### src/rtl/button_conditioner_pkg.sv
// Shared types and default timing constants
// for the push-button conditioner.
package button_conditioner_pkg;

  localparam int DEB_CYCLES_DEF    = 500000;
  localparam int REPEAT_CYCLES_DEF = 25000000;

  typedef enum logic [2:0] {
    IDLE,
    PRESS_WAIT,
    PULSE,
    HOLD,
    RELEASE_WAIT
  } btn_state_e;

endpackage

### src/rtl/button_cond_channel.sv
// One button channel: 2-flop synchronizer, debounce FSM,
// press/release debounce counter and auto-repeat counter.
module button_cond_channel
  import button_conditioner_pkg::*;
#(
  parameter int DEB_CYCLES    = DEB_CYCLES_DEF,
  parameter int REPEAT_CYCLES = REPEAT_CYCLES_DEF
) (
  input  logic clk,
  input  logic reset,
  input  logic i_btn,
  output logic o_dpb,
  output logic o_scen,
  output logic o_mcen,
  output logic o_ccen
);

  localparam int DW = $clog2(DEB_CYCLES);
  localparam int RW = $clog2(REPEAT_CYCLES);
  localparam logic [DW-1:0] DEB_LAST = DW'(DEB_CYCLES - 1);
  localparam logic [RW-1:0] REP_LAST = RW'(REPEAT_CYCLES - 1);

  logic [1:0]    r_sync;
  btn_state_e    r_state;
  btn_state_e    w_state_nxt;
  logic [DW-1:0] r_deb;
  logic [DW-1:0] w_deb_nxt;
  logic [RW-1:0] r_rep;
  logic [RW-1:0] w_rep_nxt;
  logic          w_s;

  assign w_s = r_sync[1];

  always_ff @(posedge clk) begin
    if (reset) begin
      r_sync  <= 2'b00;
      r_state <= IDLE;
      r_deb   <= '0;
      r_rep   <= '0;
    end else begin
      r_sync  <= {r_sync[0], i_btn};
      r_state <= w_state_nxt;
      r_deb   <= w_deb_nxt;
      r_rep   <= w_rep_nxt;
    end
  end

  always_comb begin
    w_state_nxt = r_state;
    w_deb_nxt   = r_deb;
    w_rep_nxt   = r_rep;
    unique case (r_state)
      IDLE: begin
        if (w_s) begin
          w_state_nxt = PRESS_WAIT;
          w_deb_nxt   = '0;
        end
      end
      PRESS_WAIT: begin
        if (!w_s)
          w_state_nxt = IDLE;
        else if (r_deb == DEB_LAST)
          w_state_nxt = PULSE;
        else
          w_deb_nxt = r_deb + 1'b1;
      end
      PULSE: begin
        w_state_nxt = HOLD;
        w_rep_nxt   = '0;
      end
      HOLD: begin
        if (w_s) begin
          if (r_rep == REP_LAST)
            w_rep_nxt = '0;
          else
            w_rep_nxt = r_rep + 1'b1;
        end else begin
          w_state_nxt = RELEASE_WAIT;
          w_deb_nxt   = '0;
        end
      end
      RELEASE_WAIT: begin
        if (w_s) begin
          w_state_nxt = HOLD;
          w_rep_nxt   = '0;
        end else if (r_deb == DEB_LAST) begin
          w_state_nxt = IDLE;
        end else begin
          w_deb_nxt = r_deb + 1'b1;
        end
      end
      default: w_state_nxt = IDLE;
    endcase
  end

  // repeat tick is the HOLD cycle where the counter sits at terminal count
  logic w_pulse;
  logic w_hold;
  logic w_rel;
  logic w_wrap;

  assign w_pulse = (r_state == PULSE);
  assign w_hold  = (r_state == HOLD);
  assign w_rel   = (r_state == RELEASE_WAIT);
  assign w_wrap  = w_hold && (r_rep == REP_LAST);

  assign o_dpb  = w_pulse | w_hold | w_rel;
  assign o_scen = w_pulse;
  assign o_mcen = w_pulse | w_wrap;
  assign o_ccen = w_pulse | w_hold;

endmodule

### src/rtl/button_conditioner.sv
// Four independent debounced button channels
// with single, multi and continuous enables.
module button_conditioner
  import button_conditioner_pkg::*;
#(
  parameter int DEB_CYCLES    = DEB_CYCLES_DEF,
  parameter int REPEAT_CYCLES = REPEAT_CYCLES_DEF
) (
  input  logic       clk,
  input  logic       reset,
  input  logic [3:0] buttons,
  output logic [3:0] DPBs,
  output logic [3:0] SCENs,
  output logic [3:0] MCENs,
  output logic [3:0] CCENs
);

  for (genvar i = 0; i < 4; i++) begin : g_ch
    button_cond_channel #(
      .DEB_CYCLES   (DEB_CYCLES),
      .REPEAT_CYCLES(REPEAT_CYCLES)
    ) u_ch (
      .clk   (clk),
      .reset (reset),
      .i_btn (buttons[i]),
      .o_dpb (DPBs[i]),
      .o_scen(SCENs[i]),
      .o_mcen(MCENs[i]),
      .o_ccen(CCENs[i])
    );
  end

endmodule
### config.mk
export PLATFORM = sky130hd
export DESIGN_NAME = button_conditioner
export DESIGN_NICKNAME = d
export VERILOG_FILES = /design/src/rtl/button_conditioner_pkg.sv /design/src/rtl/button_cond_channel.sv /design/src/rtl/button_conditioner.sv
export SDC_FILE = /design/constraint.sdc
export NUM_CORES = 1
export LEC_CHECK = 0
export ABC_AREA = 1
export BUFFER_PORTS_ARGS = -buffer_cell sky130_fd_sc_hd__buf_2
export CORE_MARGIN = 5
export CORE_UTILIZATION = 64
export DETAILED_ROUTE_END_ITERATION = 10
export PLACE_DENSITY = 0.81
export SETUP_SLACK_MARGIN = 0.2
export SLEW_MARGIN = 30
export SYNTH_ARGS = -nofsm -noshare
export SYNTH_HDL_FRONTEND = slang
export SYNTH_SLANG_ARGS = --single-unit
export TNS_END_PERCENT = 1
### constraint.sdc
create_clock -name clk -period 2.1 [get_ports clk]
set_clock_uncertainty 0.2 [all_clocks]
set_input_delay 0.315 -clock clk [delete_from_list [all_inputs] [get_ports clk]]
set_output_delay 0.315 -clock clk [all_outputs]
set_load 0.02 [all_outputs]
==> impl_metrics.yaml, run 1 <==
route:
  iteration_0_drc_markers: 827
  drc: 0
  wl_met2_mm: 13.9
  detail_route.wirelength_mm: 28.6
  met1_length_mm: 12.7
  topRoutingLayerUsed: "met4"
  ant_nets: 0
  total_via_count_after_detailed_routing: 11800
  viasPerCell: 5.52
  met3_wirelength_from_detailed_routing_mm: 1.54
  drt-wirelength-per-cell_um: 13.3
  dr.pass1.iters: 5
synthesis:
  post_synth_num_cell_types: 40
  synth.area.top_cells: "sky130_fd_sc_hd__dfxtp_1 (33%), sky130_fd_sc_hd__nand2_1 (15%), sky130_fd_sc_hd__nor2_1 (12%)"
  synth.cell_area_um2: 11700
  synth_top_area_cell: "sky130_fd_sc_hd__dfxtp_1"
  yosys_warnings: 0
  synth_largest_type_area_fraction_pct: 33.5
  post_synth_inst_count: 1859
  synth-seq-cells: 196
  synthFlopType: "sky130_fd_sc_hd__dfxtp_1"
  synth_top_cells_by_count: "sky130_fd_sc_hd__nand2_1 (463), sky130_fd_sc_hd__nor2_1 (363), sky130_fd_sc_hd__inv_1 (200)"
  synth.most_common_cell: "sky130_fd_sc_hd__nand2_1"
  synthArstFlopShare_pct: 0
  synth_area_per_cell_um2: 6.31
  sequential_share_of_the_synthesized_area_pct: 33.5
  synth_enable_flop_cells: 0
  mappedNetlistNets: 1873
global_routing:
  grt_max_degree: 49
  number_of_antenna_violations_at_the_first_check_in_global_routing: 0
  grt_pass1_wl_mm: 47.4
  groute.usage.overall_pct: 25.4
  overflow_left_after_global_routing: 0
  vias_in_the_first_global_route: 10700
sta:
  worst_path_setup_slack_after_routing_ns: -0.197
  rsz0062_at_grt: "yes"
  worst_pin_slew_ns: 0.612
  finalHoldViolCount: 0
  hold_slack_ns: 0.107
  total_setup_violations_reported_at_the_end_of_the_flow: 6
  max-slew-margin-rel_pct: 59.2
  finalCritPeriodShare_pct: 109
  timing.setup.tns_ns: -0.678
  min_cycle_time_layout_ns: 2.30
  final-max-slew-violation-count: 0
  achievable-frequency_ghz: 0.435
run_status:
  failing_checks: "setup timing"
  outcome: "finished with violations"
worst_setup_path:
  timing.critical_path.slowest_cell_delay_ns: 0.37
  startpoint_type: "flop"
  setup.worst_path.end_class: "output port"
  critical_path.cell_chain: "ha_4 > nand2_2 > nor2_2 > nand2_1 > inv_2 > nand4_1 > o21ai_1 > buf_4"
  required_time_of_the_worst_setup_path_ns: 1.58
  crit_arrival_ns: 1.78
  critPathSlowestCell: "sky130_fd_sc_hd__dfxtp_4"
  critPathKind: "flop to output port"
  path_max_fanout: 4
floorplan:
  die-area_um2: 21100
  ios: 22
  chipWidth_um: 145
  coreArea_um2: 18000
  start_util_pct: 65.1
  die_height_um: 145
  placement_rows: 49
clock_network:
  clock_latency_ns: 0.44
  cts.clk_slew.worst_paths_ns: 0.06
  cts_tree: "yes"
  cts-htree-levels: 4
  numClockSinks: 196
  cts_buffer_depth: 2
  cts_buffers: 17
  root_buffer: "sky130_fd_sc_hd__clkbuf_16"
finish:
  antennaDiodeCount: 0
  layoutNonFillerInstCount: 2140
  layout-area-overhead-vs-synth_pct: 16.2
  final_layout_size_suffix_gt1_share_pct: 16.7
  area.sequential_um2: 3990
  nets: 1915
  final_area_um2: 13600
  fill_cell_total_of_the_finished_layout: 1404
  multiInputGateArea_um2: 7260
job:
  cap_violations: 0
place:
  gp_congestion: 0.954
  place_area_um2: 12100
  buffer_ports.inserted: 21
  dpl_wire_length_mm: 19.1
  dp_worst_setup_slack_ns: 0.0246
  dp_cells: 2093
power:
  power.ir.vdd_worst_mv: 0.757
  leakagePower_uw: 0.00526
  power.density_cell_area_nw_per_um2: 873
worst_hold_path:
  worstHoldPathType: "input pin to flop"
## stage by stage
step	power, uW	utilization [%]
after global placement	7960	67.0
final	11900	75.6
after detailed placement	8020	67.0
after CTS	11400	72.0
after global routing	12600	75.6
after floorplan	7220	-
## report_power, final
group,internal (uW),leakage [uW],total [uW],switching (uW)
Sequential,3910,0.00160,4120,207
Clock,1830,0.000284,3210,1380
Combinational,1480,0.00337,4570,3090
Total,7220,0.00526,11900,4680
## sequential cells by signal (all words and copies together), names as in the netlist
name,cells
g_ch.u_ch.r_deb,76
g_ch.u_ch.r_rep,100
g_ch.u_ch.r_state,12
g_ch.u_ch.r_sync,8
## path summary, 6_finish.rpt
| path | start | to | slack [ns] | cells past startpoint |
|---|---|---|---|---|
| max | g_ch[3].u_ch.r_rep[0] | MCENs[3] | -0.20 | 8 |
| min | reset | g_ch[0].u_ch.r_deb[10] | 0.11 | 4 |
| max reg2reg | g_ch[1].u_ch.r_rep[1] | g_ch[1].u_ch.r_rep[13] | -0.03 | 9 |
| min reg2reg | g_ch[1].u_ch.r_sync[0] | g_ch[1].u_ch.r_sync[1] | 0.21 | 2 |
## worst max-delay path, delay by kind of cell (launching register included)
kind | cells | cell delay, ns
compound gates | 1 | 0.17
fa+ha+maj | 1 | 0.15
buf+inv | 2 | 0.25
flops | 1 | 0.37
simple gates | 4 | 0.40
## layer usage
| metal | up-vias | track usage [%] |
|---|---|---|
| li1 | 6003 | - |
| met1 | 5431 | 33.5 |
| met2 | 341 | 43.0 |
| met3 | 44 | 4.30 |
| met4 | 0 | 7.51 |
| met5 | - | 0 |
## cell usage in the layout, fill, tap and decap left out, types with 4 or more instances in the layout
cell type                       count
sky130_fd_sc_hd__buf_2              9
sky130_fd_sc_hd__nand2_4           17
sky130_fd_sc_hd__o21bai_1          16
sky130_fd_sc_hd__ha_4               6
sky130_fd_sc_hd__o21ai_1           21
sky130_fd_sc_hd__o22ai_1            6
sky130_fd_sc_hd__buf_12             4
sky130_fd_sc_hd__dfxtp_4            9
sky130_fd_sc_hd__dfxtp_2           23
sky130_fd_sc_hd__nand2_2           26
sky130_fd_sc_hd__nand3_4            6
sky130_fd_sc_hd__nand3_1          143
sky130_fd_sc_hd__nor2_2            25
sky130_fd_sc_hd__clkinv_2           4
sky130_fd_sc_hd__a21oi_1           71
sky130_fd_sc_hd__o21ai_0           35
sky130_fd_sc_hd__xor2_1            58
sky130_fd_sc_hd__buf_6             14
sky130_fd_sc_hd__a21oi_2            6
sky130_fd_sc_hd__dfxtp_1          164
sky130_fd_sc_hd__inv_1            186
sky130_fd_sc_hd__inv_4              5
sky130_fd_sc_hd__nor2_1           315
sky130_fd_sc_hd__nor3_1            39
sky130_fd_sc_hd__nor3_2             6
sky130_fd_sc_hd__buf_4             46
sky130_fd_sc_hd__dlygate4sd3_1      4
sky130_fd_sc_hd__o21ai_2            7
sky130_fd_sc_hd__clkbuf_16         17
sky130_fd_sc_hd__nand3_2           10
sky130_fd_sc_hd__inv_2             27
sky130_fd_sc_hd__nor2_4            31
sky130_fd_sc_hd__nand4_1           61
sky130_fd_sc_hd__xnor2_1           18
sky130_fd_sc_hd__nand2_1          438
## kinds of logic (layout without fill, tap and decap cells)
family,Yosys count,count (layout),synth area share (%)
xor+xnor,76,76,5.68
compound gates,168,168,7.78
mux,1,1,0.0854
fa+ha+maj,8,8,0.854
flops,196,196,33.5
buf+inv,275,327,10.3
simple gates,1135,1135,41.9
## area by class of cell
cell class              count  area share (%)
flip-flops and latches    196            29.3
multi-input cells        1388            53.3
repair buffers             77            4.90
clock inverters             9           0.771
inverters                 221            6.22
well taps                 229            2.10
clock buffers              20            3.43
## what timing repair did
action / in CTS / in global routing
gates resized for setup: 68 / 188
endpoints found under the setup margin: 133 / 177
buffers inserted: 10 / 4
hold endpoints to repair: 4 / 0
pin swaps: 16 / 51
hold buffers: 4 / 0
No activity file was read; power rests on OpenSTA's default activity.
==> run 2: changes to the inputs <==
--- a/config.mk
+++ b/config.mk
@@ -5,12 +5,12 @@
 export SDC_FILE = /design/constraint.sdc
 export NUM_CORES = 1
 export LEC_CHECK = 0
-export ABC_AREA = 1
+export ABC_AREA = 0
 export BUFFER_PORTS_ARGS = -buffer_cell sky130_fd_sc_hd__buf_2
 export CORE_MARGIN = 5
-export CORE_UTILIZATION = 64
+export CORE_UTILIZATION = 63
 export DETAILED_ROUTE_END_ITERATION = 10
-export PLACE_DENSITY = 0.81
+export PLACE_DENSITY = 0.8
 export SETUP_SLACK_MARGIN = 0.2
 export SLEW_MARGIN = 30
 export SYNTH_ARGS = -nofsm -noshare
==> run 2 against run 1 <==
Net effect:
- the flow still finishes with violations (setup timing)
- clock power up 2%
- synthesized cell count decreased by 29%
- global-route usage grew 5.3 points
- combinational power down 92%
- utilization increased by 9.4 points
- clock-buffer cell count stayed put
- non-clock buffer count is 171 higher
- die area is 7.6% lower
- power shrank 38%
- first-iteration DRC count rose by 31%
- critical path depth shrank 3
- hold slack better by 0.15 ns
==> impl_metrics.yaml, run 2 <==
run_status:
  outcome: "finished with violations"
  failing_checks: "setup timing"
synthesis:
  post_synth_xor_area_fraction_pct: 6.36
  muxShareOfSynthArea_pct: 0.106
  synth.cell_area_um2: 10600
  synth.most_common_cell: "sky130_fd_sc_hd__dfxtp_1"
  post_synth_inst_count: 1312
  synth.area.top_cells: "sky130_fd_sc_hd__dfxtp_1 (37%), sky130_fd_sc_hd__nor2_1 (4.6%), sky130_fd_sc_hd__xnor2_1 (4.2%)"
  synth_area_per_cell_um2: 8.08
  yosys_warnings: 0
  synthArstFlopShare_pct: 0
  mappedNetlistNets: 1326
  synth_top_cells_by_count: "sky130_fd_sc_hd__dfxtp_1 (196), sky130_fd_sc_hd__nor2_1 (131), sky130_fd_sc_hd__nand2_1 (100)"
  synth_largest_type_area_fraction_pct: 37.0
  synth_enable_flop_cells: 0
  synth_top_area_cell: "sky130_fd_sc_hd__dfxtp_1"
  post_synth_num_cell_types: 83
  synth-seq-cells: 196
  synth-compound-area-share_pct: 18.9
  sequential_share_of_the_synthesized_area_pct: 37.0
  synth_fa_ha_area_share_pct: 0.944
  main_combinational_cell_family_by_area_after_synthesis: "simple AND/OR/NAND/NOR gates"
  synthFlopType: "sky130_fd_sc_hd__dfxtp_1"
  area_share_of_and_or_nand_nor_cells_after_synthesis_pct: 31.5
global_routing:
  use_met2_pct: 53.5
  grt.busiest_layer: "met2"
  grt_use_met3_pct: 6.14
  overflow_left_after_global_routing: 0
  number_of_antenna_violations_at_the_first_check_in_global_routing: 0
  groute.usage.overall_pct: 30.7
  grt_pass1_wl_mm: 51.3
  grt_max_degree: 35
  vias_in_the_first_global_route: 11000
  gr-usage-met1_pct: 37.2
clock_network:
  clock_latency_ns: 0.44
  cts.clk_slew.worst_paths_ns: 0.07
  cts_buffer_depth: 2
  cts_buffers: 17
  numClockSinks: 196
  cts_tree: "yes"
  root_buffer: "sky130_fd_sc_hd__clkbuf_16"
  cts-htree-levels: 4
power:
  leakagePower_uw: 0.00485
  cell_internal_pwr_uw: 5620
  switching_share_pct: 24.0
  seq_power_share_pct: 50.4
  finalPower_uw: 7400
  total_switching_power_uw: 1780
  power.share.clock_pct: 44.5
  comb_power_share_pct: 5.1
  power.ir.vdd_worst_mv: 0.591
  power.density_cell_area_nw_per_um2: 527
floorplan:
  start_util_pct: 64.2
  ios: 22
  coreArea_um2: 16500
  placement_rows: 47
  die-area_um2: 19500
  die_height_um: 140
  chipWidth_um: 140
route:
  detail_route.wirelength_mm: 33.0
  iteration_0_drc_markers: 1084
  drt-wirelength-per-cell_um: 19.1
  viasPerCell: 6.60
  drc: 0
  ant_nets: 0
  dr.pass1.iters: 6
  total_via_count_after_detailed_routing: 11400
finish:
  most_common_cell_after_layout_fill_and_taps_aside: "sky130_fd_sc_hd__buf_4"
  nets: 1510
  final_area_um2: 14000
  highest_count_cells_in_the_layout_ignoring_fill_and_taps: "sky130_fd_sc_hd__buf_4 (190), sky130_fd_sc_hd__dfxtp_1 (150), sky130_fd_sc_hd__nor2_1 (120), sky130_fd_sc_hd__nand2_1 (97), sky130_fd_sc_hd__a21oi_1 (68)"
  antennaDiodeCount: 0
  largest_reg_flops: 100
  top_register_by_number_of_flip_flops: "g_ch.u_ch.r_rep"
  largestRegisters: "g_ch.u_ch.r_rep x100, g_ch.u_ch.r_deb x76, g_ch.u_ch.r_state x12"
  layout-area-overhead-vs-synth_pct: 32.5
  layoutNonFillerInstCount: 1729
  final_layout_size_suffix_gt1_share_pct: 31.0
worst_setup_path:
  timing.critical_path.slowest_cell_delay_ns: 0.55
  required_time_of_the_worst_setup_path_ns: 1.58
  crit_arrival_ns: 2.29
  path_max_fanout: 2
  worst_path_dominant_cell_family: "simple AND/OR/NAND/NOR gates"
  critical_path.cell_chain: "or4b_1 > or4_4 > nor3_2 > o21a_1 > buf_6"
  startpoint_type: "flop"
  setup.worst_path.end_class: "output port"
  path_buf_inv: 1
  critPathKind: "flop to output port"
  critPathSlowestCell: "sky130_fd_sc_hd__or4_4"
  setup.reg_to_reg.worst_slack_ns: -0.38
sta:
  max-slew-margin-rel_pct: 57.7
  finalHoldViolCount: 0
  min_cycle_time_layout_ns: 2.81
  rsz0062_at_grt: "yes"
  total_setup_violations_reported_at_the_end_of_the_flow: 85
  worst_path_setup_slack_after_routing_ns: -0.708
  finalCritPeriodShare_pct: 134
  final-max-slew-violation-count: 0
  achievable-frequency_ghz: 0.356
  hold_slack_ns: 0.255
  worst_pin_slew_ns: 0.626
place:
  place_area_um2: 12400
  gp_congestion: 0.927
  dpl_wire_length_mm: 19.3
  dp_cells: 1691
  buffer_ports.inserted: 21
worst_hold_path:
  worstHoldPathType: "flop to flop"
job:
  cap_violations: 0
-- run 2: cell count changes in the layout (fill, tap and decap cells not counted), moves of 24 or more --
cell / change
sky130_fd_sc_hd__a31oi_1: +25
sky130_fd_sc_hd__buf_4: +144
sky130_fd_sc_hd__inv_1: -159
sky130_fd_sc_hd__inv_2: -27
sky130_fd_sc_hd__nand2_1: -341
sky130_fd_sc_hd__nand2_2: -24
sky130_fd_sc_hd__nand3_1: -76
sky130_fd_sc_hd__nor2_1: -195
sky130_fd_sc_hd__nor2_4: -25
sky130_fd_sc_hd__nor4_1: +25
sky130_fd_sc_hd__xnor2_1: +33
sky130_fd_sc_hd__xor2_1: -32
-- run 2: cells by family (layout without fill, tap and decap cells) --
kind of cell,count (synthesis),after routing
and+or+nand+nor,617,617
AOI/OAI and AO/OA,300,300
DFF,196,196
buffers and inverters,113,310
xor gates and xnor gates,77,77
adders and majority gates,8,8
muxes,1,1
-- run 2: worst register-to-register path, delay by kind of cell, from the launching register on --
family	cells	cell delay [ns]
buf+inv	2	0.28
flops	1	0.32
compound gates	3	0.49
simple gates	2	1.07
-- run 2: through the flow --
stage | TNS [ns] | setup WS, ns | util, %
after global placement | -12.82 | -0.247 | 74.8
after CTS | -16.99 | -0.660 | 82.6
after global routing | -25.29 | -0.779 | 85.0
after detailed placement | -17.07 | -0.285 | 74.8
after floorplan | -17.90 | -0.188 | -
final | -19.13 | -0.708 | 85.0
-- run 2: what timing repair did --
action	in CTS	in global routing
resized for setup	176	99
endpoints found under the hold margin	5	0
pin swaps	86	73
endpoints found under the setup margin	195	199
hold buffers	5	0
setup buffers	1	0
-- run 2: area by class of cell --
cell class,instances,area (um^2)
multi-input combinational,1003,6960
tap,220,275
fill,880,2480
clock inverter,12,119
clock buffer,20,467
inverter,30,120
timing repair buffer,248,2100
sequential,196,4000
-- run 2: power groups by stage --
stage / Sequential (uW) / Clock (uW) / Combinational, uW
5_1_grt: 3730 / 3480 / 399
6_report: 3730 / 3290 / 378
3_3_place_gp: 3820 / 0 / 302
2_1_floorplan: 3820 / 0 / 183
3_5_place_dp: 3820 / 0 / 309
4_1_cts: 3740 / 3300 / 340
-- run 2: final timing paths --
check | start | cells past startpoint | end
worst min register to register | g_ch[3].u_ch.r_sync[0] | 1 | g_ch[3].u_ch.r_sync[1]
worst max-delay path | g_ch[3].u_ch.r_rep[8] | 5 | MCENs[3]
worst max register to register | g_ch[3].u_ch.r_rep[8] | 7 | g_ch[3].u_ch.r_rep[17]
worst min-delay path | g_ch[3].u_ch.r_sync[0] | 1 | g_ch[3].u_ch.r_sync[1]
-- run 2: routing by layer --
layer | up-vias | part of all wire [%]
li1 | 5234 | -
met1 | 5444 | 38
met2 | 606 | 51
met3 | 120 | 7.2
met4 | 0 | 3.4
met5 | - | 0
